`src/rtl/reg_pkg.sv`:
```
// Shared definitions for the universal register: operation-select encodings.
package reg_pkg;

    localparam int          MODE_W    = 3;
    localparam logic [2:0]  MODE_HOLD = 3'b000;
    localparam logic [2:0]  MODE_LOAD = 3'b001;
    localparam logic [2:0]  MODE_SHL  = 3'b010;
    localparam logic [2:0]  MODE_SHR  = 3'b011;
    localparam logic [2:0]  MODE_ROTL = 3'b100;
    localparam logic [2:0]  MODE_ROTR = 3'b101;
    localparam logic [2:0]  MODE_INC  = 3'b110;
    localparam logic [2:0]  MODE_DEC  = 3'b111;

endpackage

```
`src/rtl/univ_reg_next.sv`:
```
// Combinational next-value and next-carry datapath for univ_reg.
module univ_reg_next #(
    parameter int WIDTH = 16
) (
    input  logic [WIDTH-1:0] i_data,
    input  logic             i_carry,
    input  logic [2:0]       i_mode,
    input  logic [WIDTH-1:0] i_data_in,
    input  logic             i_ser_in,
    output logic [WIDTH-1:0] o_data,
    output logic             o_carry
);
    import reg_pkg::*;

    // Select the single operation for this cycle; HOLD and unknown keep state.
    always_comb begin
        o_data  = i_data;
        o_carry = i_carry;
        case (i_mode)
            MODE_HOLD: begin
                o_data  = i_data;
                o_carry = i_carry;
            end
            MODE_LOAD: begin
                o_data  = i_data_in;
            end
            MODE_SHL: begin
                o_data  = {i_data[WIDTH-2:0], i_ser_in};
                o_carry = i_data[WIDTH-1];
            end
            MODE_SHR: begin
                o_data  = {i_ser_in, i_data[WIDTH-1:1]};
                o_carry = i_data[0];
            end
            MODE_ROTL: begin
                o_data  = {i_data[WIDTH-2:0], i_data[WIDTH-1]};
                o_carry = i_data[WIDTH-1];
            end
            MODE_ROTR: begin
                o_data  = {i_data[0], i_data[WIDTH-1:1]};
                o_carry = i_data[0];
            end
            MODE_INC: begin
                // The extra top bit of the widened sum is exactly the wrap flag.
                {o_carry, o_data} = {1'b0, i_data} + {{WIDTH{1'b0}}, 1'b1};
            end
            MODE_DEC: begin
                o_data  = i_data - {{(WIDTH-1){1'b0}}, 1'b1};
                o_carry = (i_data == {WIDTH{1'b0}});
            end
            default: begin
                o_data  = i_data;
                o_carry = i_carry;
            end
        endcase
    end

endmodule

```
`src/rtl/univ_reg.sv`:
```
// Universal register: state flops with clear/enable priority and a zero flag.
module univ_reg #(
    parameter int               WIDTH       = 16,
    parameter logic [WIDTH-1:0] RESET_VALUE = {WIDTH{1'b0}}
) (
    input  logic             clk,
    input  logic             rst_n,
    input  logic             en,
    input  logic             clr,
    input  logic [2:0]       mode,
    input  logic [WIDTH-1:0] data_in,
    input  logic             ser_in,
    output logic [WIDTH-1:0] data_out,
    output logic             carry,
    output logic             zero
);
    logic [WIDTH-1:0] r_data;
    logic             r_carry;
    logic [WIDTH-1:0] w_nxt_data;
    logic             w_nxt_carry;

    univ_reg_next #(.WIDTH(WIDTH)) u_next (
        .i_data    (r_data),
        .i_carry   (r_carry),
        .i_mode    (mode),
        .i_data_in (data_in),
        .i_ser_in  (ser_in),
        .o_data    (w_nxt_data),
        .o_carry   (w_nxt_carry)
    );

    // State update: reset, then clear, then enable-gated operation.
    always_ff @(posedge clk or negedge rst_n) begin
        if (!rst_n) begin
            r_data  <= RESET_VALUE;
            r_carry <= 1'b0;
        end else if (clr) begin
            r_data  <= {WIDTH{1'b0}};
            r_carry <= 1'b0;
        end else if (en) begin
            r_data  <= w_nxt_data;
            r_carry <= w_nxt_carry;
        end else begin
            r_data  <= r_data;
            r_carry <= r_carry;
        end
    end

    assign data_out = r_data;
    assign carry    = r_carry;
    assign zero     = (r_data == {WIDTH{1'b0}});

endmodule

```
`config.mk`:
```
export PLATFORM = sky130hd
export DESIGN_NAME = univ_reg
export DESIGN_NICKNAME = d
export VERILOG_FILES = /design/src/rtl/reg_pkg.sv /design/src/rtl/univ_reg_next.sv /design/src/rtl/univ_reg.sv
export SDC_FILE = /design/constraint.sdc
export NUM_CORES = 1
export LEC_CHECK = 0
export ABC_AREA = 1
export CORE_AREA = 2 2 76 56
export CTS_CLUSTER_DIAMETER = 150
export CTS_CLUSTER_SIZE = 20
export DETAILED_ROUTE_END_ITERATION = 8
export DIE_AREA = 0 0 78 58
export DONT_BUFFER_PORTS = 1
export GPL_TIMING_DRIVEN = 1
export PLACE_DENSITY = 0.74
export SYNTH_ARGS = -nofsm -noshare
export SYNTH_HDL_FRONTEND = slang
export SYNTH_SLANG_ARGS = --single-unit
```
`constraint.sdc`:
```
create_clock -name clk -period 1.5 [get_ports clk]
set_input_delay 0.3 -clock clk [delete_from_list [all_inputs] [get_ports clk]]
set_output_delay 0.3 -clock clk [all_outputs]
set_load 0.1 [all_outputs]
```
Word level (Yosys, flattened, before mapping)
Index checks and enable logic that the tools add are counted.
{"block": "totals", "reg_bits": 17, "in_bits": 24}
{"block": "op_classes", "add_sub_neg": 2, "eq_ne": 8, "mux": 6, "n_reduce_logical": 8}
{"op": "16-bit case mux with 7 select lines", "n": 1}
{"op": "16-bit 2-to-1 mux", "n": 2}
{"op": "16-bit by 1-bit adder with 17-bit output, second input constant", "n": 1}
{"op": "16-bit zero test", "n": 1}
{"op": "16-bit by 1-bit subtractor with 16-bit output, second input constant", "n": 1}
{"op": "3-bit equality test, second input constant", "n": 4}
{"op": "3-bit by 2-bit equality test with 1-bit output, second input constant", "n": 2}
{"op": "5-bit nonzero test", "n": 1}
{"op": "1-bit case mux with 4 select lines", "n": 1}
{"op": "2-bit AND reduction", "n": 2}
{"op": "2-bit OR reduction", "n": 2}
{"op": "3-bit by 1-bit equality test with 1-bit output, second input constant", "n": 1}
{"op": "3-bit zero test", "n": 1}
{"op": "1-bit 2-to-1 mux", "n": 2}
{"op": "2-bit inequality test, second input constant", "n": 1}
{"op": "2-bit nonzero test", "n": 1}

Logic depth before layout (Yosys ltp)
Gate-level depths: netlist (run 1).
{"block": "depth", "word_depth": 5, "mapped_depth": 11, "depth_no_buf": 11}

Cells and area by module
A second synthesis (run 1) with hierarchy kept.
{"block": "unflattened", "cells_unflattened": 422, "area_unflattened_um2": 2332.2}
{"module": "univ_reg_next", "n_inst": 1, "cells_per_inst": 332, "area_each_um2": 1527.7, "seq_area_each_um2": 0.0}
{"module": "univ_reg", "n_inst": 1, "cells_per_inst": 90, "area_each_um2": 804.5, "seq_area_each_um2": 425.4}

Worst setup path before layout (run 1)
OpenSTA, ideal clock, no wires.
{"block": "synth_timing", "path_kind": "register to output", "start": "register r_data[0], in the netlist data_out[0]", "end": "output zero", "t_arrival_ps": 4251, "required_ps": 1200, "slack_ps": -3051, "path_stages_with_launch": 5, "path_buffers": 0, "path_cell_list": "dfrtp_1 > inv_1 > ha_1 > nand2_1 > nor4_1"}
{"block": "synth_between", "elab_chain_len": 1}
{"element": "from (decl)", "line": "univ_reg.sv:17", "source": "logic [WIDTH-1:0] r_data;"}
{"element": "from (signal assigned)", "line": "univ_reg.sv:38", "source": "r_data <= {WIDTH{1'b0}};"}
{"element": "from (signal assigned)", "line": "univ_reg.sv:41", "source": "r_data <= w_nxt_data;"}
{"element": "from (signal assigned)", "line": "univ_reg.sv:44", "source": "r_data <= r_data;"}
{"element": "16-bit zero test", "line": "univ_reg.sv:51", "source": "assign zero = (r_data == {WIDTH{1'b0}});"}
{"element": "to (decl)", "line": "univ_reg.sv:15", "source": "output logic zero"}
Every way passes these cells.

Worst setup path after layout (run 1)
Ends and elaborated chain as after synthesis.

==> results by group, run 1 <==
Die
  • IO Count: 42
  • Rows: 19
  • Die height: 58 um
  • Initial Utilization: 0.554
  • Die area: 0.00452 mm^2
  • Die width: 78 um
  • Core Area: 0.00380 mm^2

Cells and area
  • # diodes: 0
  • Sequential cell area: 475 um^2
  • Post-route insts no fill: 523
  • Share of cells above drive strength 1: 0.378
  • Multi-input logic area: 0.00171 mm^2
  • Total Nets Final: 499
  • Layout fillers: 236
  • Post-Layout Inst Area: 0.00327 mm^2
  • Area Overhead vs Synth: 55.4%

Synth
  • Synth Flop Type: dfrtp_1
  • Simple-Gate Fraction of Synth Area: 0.560
  • Post-Synth XOR/XNOR Area: 0
  • Most frequent cell after synthesis: nand2_1
  • Largest family of logic cells by synthesized area: simple AND/OR/NAND/NOR gates
  • Ys async rst share: 1.00
  • Post-synthesis net count: 416
  • Mapped cell area: 0.00211 mm^2
  • Synth Warn #: 0
  • Post-synthesis adder-cell area fraction: 0.0178
  • Sequential element share of the synthesized area: 0.202
  • Synth top area share: 0.216
  • Commonest cells in the netlist: nand2_1 (121), nor2_1 (74), nand3_1 (54)
  • EDFF count, synth: 0
  • Synth area leaders: nand2_1 (22%), dfrtp_1 (20%), nor2_1 (13%), nand3_1 (13%), inv_1 (4.8%)
  • Post-Syn Instances: 389
  • Proportion of synthesized area in mux cells: 0
  • Synth Area in Compound Gates: 0.118
  • Synth area leader: nand2_1
  • Yosys cell types: 27
  • Syn avg cell area: 5.42 um^2
  • Yosys reg bits: 17

Worst setup path
  • CP max FO: 2
  • Worst Path Required: 1200 ps
  • Reg2reg path depth: 12
  • Critical Path AT: 1600 ps
  • Reg2reg end: data_out[6]
  • CP startpoint kind: flip-flop
  • Worst r2r src: data_out[1]
  • Setup crit end kind: output port
  • Crit Path Class: flip-flop to output port
  • Flop2flop setup slack: -320 ps

Route
  • Via density per instance: 6.06
  • Routed wire length per instance: 18.0 um
  • # DRC: 0
  • Pre-Repair DR Iteration Count: 5
  • WL final: 9430 um
  • Via count: 3,167
  • DRT iter0 DRCs: 508
  • DRT antenna net count: 0

Clock network
  • CTS sink cnt: 17
  • Htree depth: 1
  • Clk root buf: clkbuf_8
  • Clk_lat worst skew: 270 ps
  • Longest Clk Path Bufs: 2
  • TritonCTS Buffers: 3
  • TritonCTS clock tree: done
  • Clock slew at reported path FFs: 80 ps

Power and ir drop
  • Leakage power: 1.54 nW
  • Combinational Power Share: 0.670
  • Reg power frac: 0.197
  • PwrDens: 909 mW/mm^2
  • VDD IR max: 0.733 mV
  • Clk network pwr share: 0.132
  • Switching Share: 0.516
  • P_sw: 0.00154 W
  • Post-route total power: 0.00298 W
  • Power Internal: 0.00144 W

STA
  • Setup Skew: 6.62 ps
  • Smallest setup slack after layout: -404 ps
  • Achievable clock frequency: 525 MHz
  • Setup violators final: 18
  • Worst slew margin: 0.321
  • Unrepaired setup endpoints after global routing: yes
  • Post-layout min period: 1900 ps
  • Final cycle utilization of the critical path: 1.27
  • Worst-Margin Slew: 1020 ps
  • Fin. Hold Viols: 0
  • Final Max Tran Viols: 0

Global routing
  • Initial antenna violation count: 0
  • GRT Total Usage: 0.386
  • Largest net degree at the start of global routing: 27
  • Vias in the first global route: 2,812
  • GRT Residual Overflow: 0
  • First-pass GRT wire length: 13,600 um

Worst hold path
  • Hold Startpoint: data_in[4]
  • Hold endpoint: data_out[4]
  • Hold path depth: 2
  • Hold Path Class: input pin to flip-flop

Placement
  • # port buffers: 0
  • Placed cell count: 499
  • Placed Area: 0.00287 mm^2
  • Routability congestion estimate: 0.963
  • Dpl hpwl: 5860 um
  • Post-Place Worst Slack: -125 ps

Run status
  • Failing checks: negative setup slack
  • Status: complete, but fails checks

Flow run
  • Max-cap violations: 0
[registers in the layout, summed over array words and instances (netlist names)]
signal    cells
carry         1
data_out     16
[stage by stage]
| step | TNS (ps) | utilization | hold slack [ps] |
|---|---|---|---|
| floorplan | -2040 | - | 4.41 |
| global placement | -430 | 0.755 | 4.67 |
| detailed placement | -818 | 0.755 | 4.66 |
| CTS | -1770 | 0.818 | 232 |
| global route | -4300 | 0.861 | 260 |
| finish | -3200 | 0.861 | 235 |
[cell type report]
cell class                      instances  share of cell area
Multi-Input combinational cell        321               0.523
Timing Repair Buffer                   96               0.254
Sequential cell                        17               0.145
Inverter                               33              0.0436
Tap cell                               52              0.0199
Clock buffer                            4              0.0138
[how the worst max path moves through the flow]
stage | start | end | slack (ps) | depth (start not counted)
2_1_floorplan | data_out[5] | zero | -920 | 4
3_3_place_gp | data_out[5] | zero | -90 | 4
3_5_place_dp | data_out[5] | data_out[9] | -120 | 11
4_1_cts | data_out[1] | zero | -380 | 5
5_1_grt | data_out[0] | zero | -410 | 5
6_report | data_out[0] | zero | -400 | 5
[what timing repair did]
item | in CTS | in global routing
setup endpoints to repair | 14 | 19
hold buffers | 1 | 0
resized for setup | 23 | 36
endpoints found under the hold margin | 17 | 0
pin swaps | 11 | 24
setup buffers | 11 | 10
[worst max-delay path, stage by stage (launching register included)]
cell,delay [ps]
dfrtp_4,510
inv_6,70
ha_4,140
nand2_4,70
nor4_4,320
buf_12,210
[power by group through the flow]
stage / clock network, W / logic (W) / registers [W]
2_1_floorplan: 0 / 0.000731 / 0.000986
3_3_place_gp: 0 / 0.00155 / 0.000607
3_5_place_dp: 0 / 0.00157 / 0.000612
4_1_cts: 0.000380 / 0.00176 / 0.000585
5_1_grt: 0.000405 / 0.00208 / 0.000591
6_report: 0.000394 / 0.00200 / 0.000587
[cells in the final DEF (no fill, tap or decap), types with 2 or more instances in the layout]
cell type / count
nand2_1: 110
buf_4: 80
nor2_1: 65
nand3_1: 39
inv_1: 20
o21ai_1: 18
nand3_2: 13
nand4_1: 12
dfrtp_4: 12
nand2_2: 11
buf_6: 9
nor2_4: 8
inv_2: 7
o21ai_0: 7
nor2_2: 6
o22ai_1: 6
buf_12: 6
a21oi_1: 4
dfrtp_2: 4
o211ai_1: 3
nor3_1: 3
ha_4: 3
clkbuf_8: 3
nand2_4: 2
inv_4: 2
nand3_4: 2
o21ai_2: 2
[cell families (layout without fill, tap and decap cells)]
| kind of cell | Yosys count | after routing |
|---|---|---|
| AOI/OAI and AO/OA | 43 | 43 |
| buffers and inverters | 51 | 133 |
| DFF | 17 | 17 |
| and+or+nand+nor | 275 | 275 |
| adders and majority gates | 3 | 3 |
[metal layers]
| metal | vias to the layer above | wire length, um | share of wire | GRT usage |
|---|---|---|---|---|
| li1 | 1435 | - | - | - |
| met3 | 66 | 1260 | 0.13 | 0.0872 |
| met1 | 1413 | 3690 | 0.39 | 0.532 |
| met2 | 253 | 4040 | 0.43 | 0.627 |
| met5 | - | 0 | 0 | 0 |
| met4 | 0 | 444 | 0.047 | 0.0877 |
Power figures use the tool's default switching activity.
==> run 2: changes to the inputs <==
--- a/config.mk
+++ b/config.mk
@@ -14,6 +14,8 @@
 export DONT_BUFFER_PORTS = 1
 export GPL_TIMING_DRIVEN = 1
 export PLACE_DENSITY = 0.74
+export RECOVER_POWER = 50
+export SKIP_CTS_REPAIR_TIMING = 1
 export SYNTH_ARGS = -nofsm -noshare
 export SYNTH_HDL_FRONTEND = slang
 export SYNTH_SLANG_ARGS = --single-unit
==> results by group, run 2 (synthesized netlist as in run 1, its figures left out) <==
Die
  • Initial Utilization: 0.554
  • IO Count: 42
  • Core Area: 0.00380 mm^2
  • Rows: 19
  • Die area: 0.00452 mm^2
  • Die height: 58 um
  • Die width: 78 um

Clock network
  • Clk root buf: clkbuf_8
  • Clk_lat worst skew: 260 ps
  • Htree depth: 1
  • TritonCTS Buffers: 3
  • TritonCTS clock tree: done
  • Clock slew at reported path FFs: 80 ps
  • CTS sink cnt: 17
  • Longest Clk Path Bufs: 2

Cells and area
  • Total Nets Final: 494
  • # diodes: 0
  • Post-route insts no fill: 518
  • Commonest non-fill, non-tap cells in the layout: nand2_1 (113), buf_4 (69), nor2_1 (63), nand3_1 (45), inv_1 (21)
  • Fin util: 0.834
  • Area Overhead vs Synth: 50.5%
  • Largest register FFs: 16
  • Most common cell after layout, fill and taps aside: nand2_1
  • Share of cells above drive strength 1: 0.350

Route
  • # DRC: 0
  • Pre-Repair DR Iteration Count: 5
  • Via density per instance: 5.79
  • DRT antenna net count: 0
  • DRT iter0 DRCs: 418
  • Via count: 2,998
  • Routed wire length per instance: 16.2 um
  • WL final: 8380 um

Global routing
  • Largest net degree at the start of global routing: 27
  • GRT Residual Overflow: 0
  • Vias in the first global route: 2,608
  • GRT Total Usage: 0.355
  • Initial antenna violation count: 0
  • First-pass GRT wire length: 12,500 um

STA
  • Final cycle utilization of the critical path: 1.27
  • Fin. Hold Viols: 0
  • Setup Skew: 2.00 ps
  • Setup violators final: 16
  • Achievable clock frequency: 525 MHz
  • Worst-Margin Slew: 908 ps
  • Post-layout min period: 1900 ps
  • Worst slew margin: 0.393
  • Smallest setup slack after layout: -403 ps
  • Unrepaired setup endpoints after global routing: yes
  • Final Max Tran Viols: 0

Worst setup path
  • CP top delay family: flip-flops
  • Worst Path Required: 1200 ps
  • Slowest CP cell: dfrtp_4
  • Flop2flop setup slack: -200 ps
  • Crit Path Class: flip-flop to output port
  • Setup crit end kind: output port
  • CP max FO: 3
  • Buf/Inv on CP: 2
  • Cell Chain, Critical Path: clkinv_4 > ha_4 > nand2_4 > nor4_4 > buf_12
  • Critical Path AT: 1600 ps
  • Worst path max stage delay: 510 ps
  • CP startpoint kind: flip-flop

Placement
  • Placed cell count: 499
  • Dpl hpwl: 5860 um
  • # port buffers: 0
  • Post-Place Worst Slack: -125 ps
  • Routability congestion estimate: 0.963

Run status
  • Failing checks: negative setup slack
  • Status: complete, but fails checks

Flow run
  • Max-cap violations: 0

Power and ir drop
  • Leakage power: 1.49 nW
  • PwrDens: 878 mW/mm^2
  • VDD IR max: 0.682 mV

Worst hold path
  • Hold Path Class: input pin to flip-flop
==> run 2: changes by cell type in the layout (fill, tap and decap cells not counted), sizes merged <==
cell / before / now
buf: 95 / 81
clkbuf: 4 / 12
nor2: 79 / 80
==> run 2: worst paths after layout <==
path,start,to,depth (start not counted)
max,data_out[0],zero,5
min reg2reg,carry,carry,2
max reg2reg,data_out[0],carry,9
min,data_in[2],data_out[2],2
min in group asynchronous,rst_n,carry,1
max in group asynchronous,rst_n,data_out[10],1
==> run 2: layout make-up <==
| cell class | instances | area (um^2) |
|---|---|---|
| Sequential cell | 17 | 475 |
| Fill cell | 258 | 633 |
| Timing Repair Buffer | 90 | 747 |
| Multi-Input combinational cell | 322 | 1700 |
| Inverter | 33 | 140 |
| Clock buffer | 4 | 45.0 |
| Tap cell | 52 | 65.1 |
==> run 2: metal layers <==
layer | part of all wire | GRT usage | vias to the layer above
met5 | 0 | 0 | -
met4 | 0.017 | 0.0476 | 0
met3 | 0.12 | 0.0717 | 32
met2 | 0.43 | 0.565 | 199
met1 | 0.43 | 0.515 | 1346
li1 | - | - | 1421
==> run 2: stage by stage <==
stage / setup TNS [ps] / total power, W / hold WS (ps) / area (um^2)
after floorplan: -2040 / 0.00172 / 4.41 / 2350
after global placement: -430 / 0.00215 / 4.67 / 2870
after detailed placement: -818 / 0.00218 / 4.66 / 2870
after CTS: -1310 / 0.00256 / -282 / 2920
after global routing: -3540 / 0.00289 / 248 / 3170
final: -2180 / 0.00278 / 240 / 3170
==> run 2: where the power goes <==
group          internal, W  total [W]  switching [W]
registers         0.000534   0.000595      0.0000618
logic             0.000615    0.00181        0.00120
clock network     0.000190   0.000378       0.000188
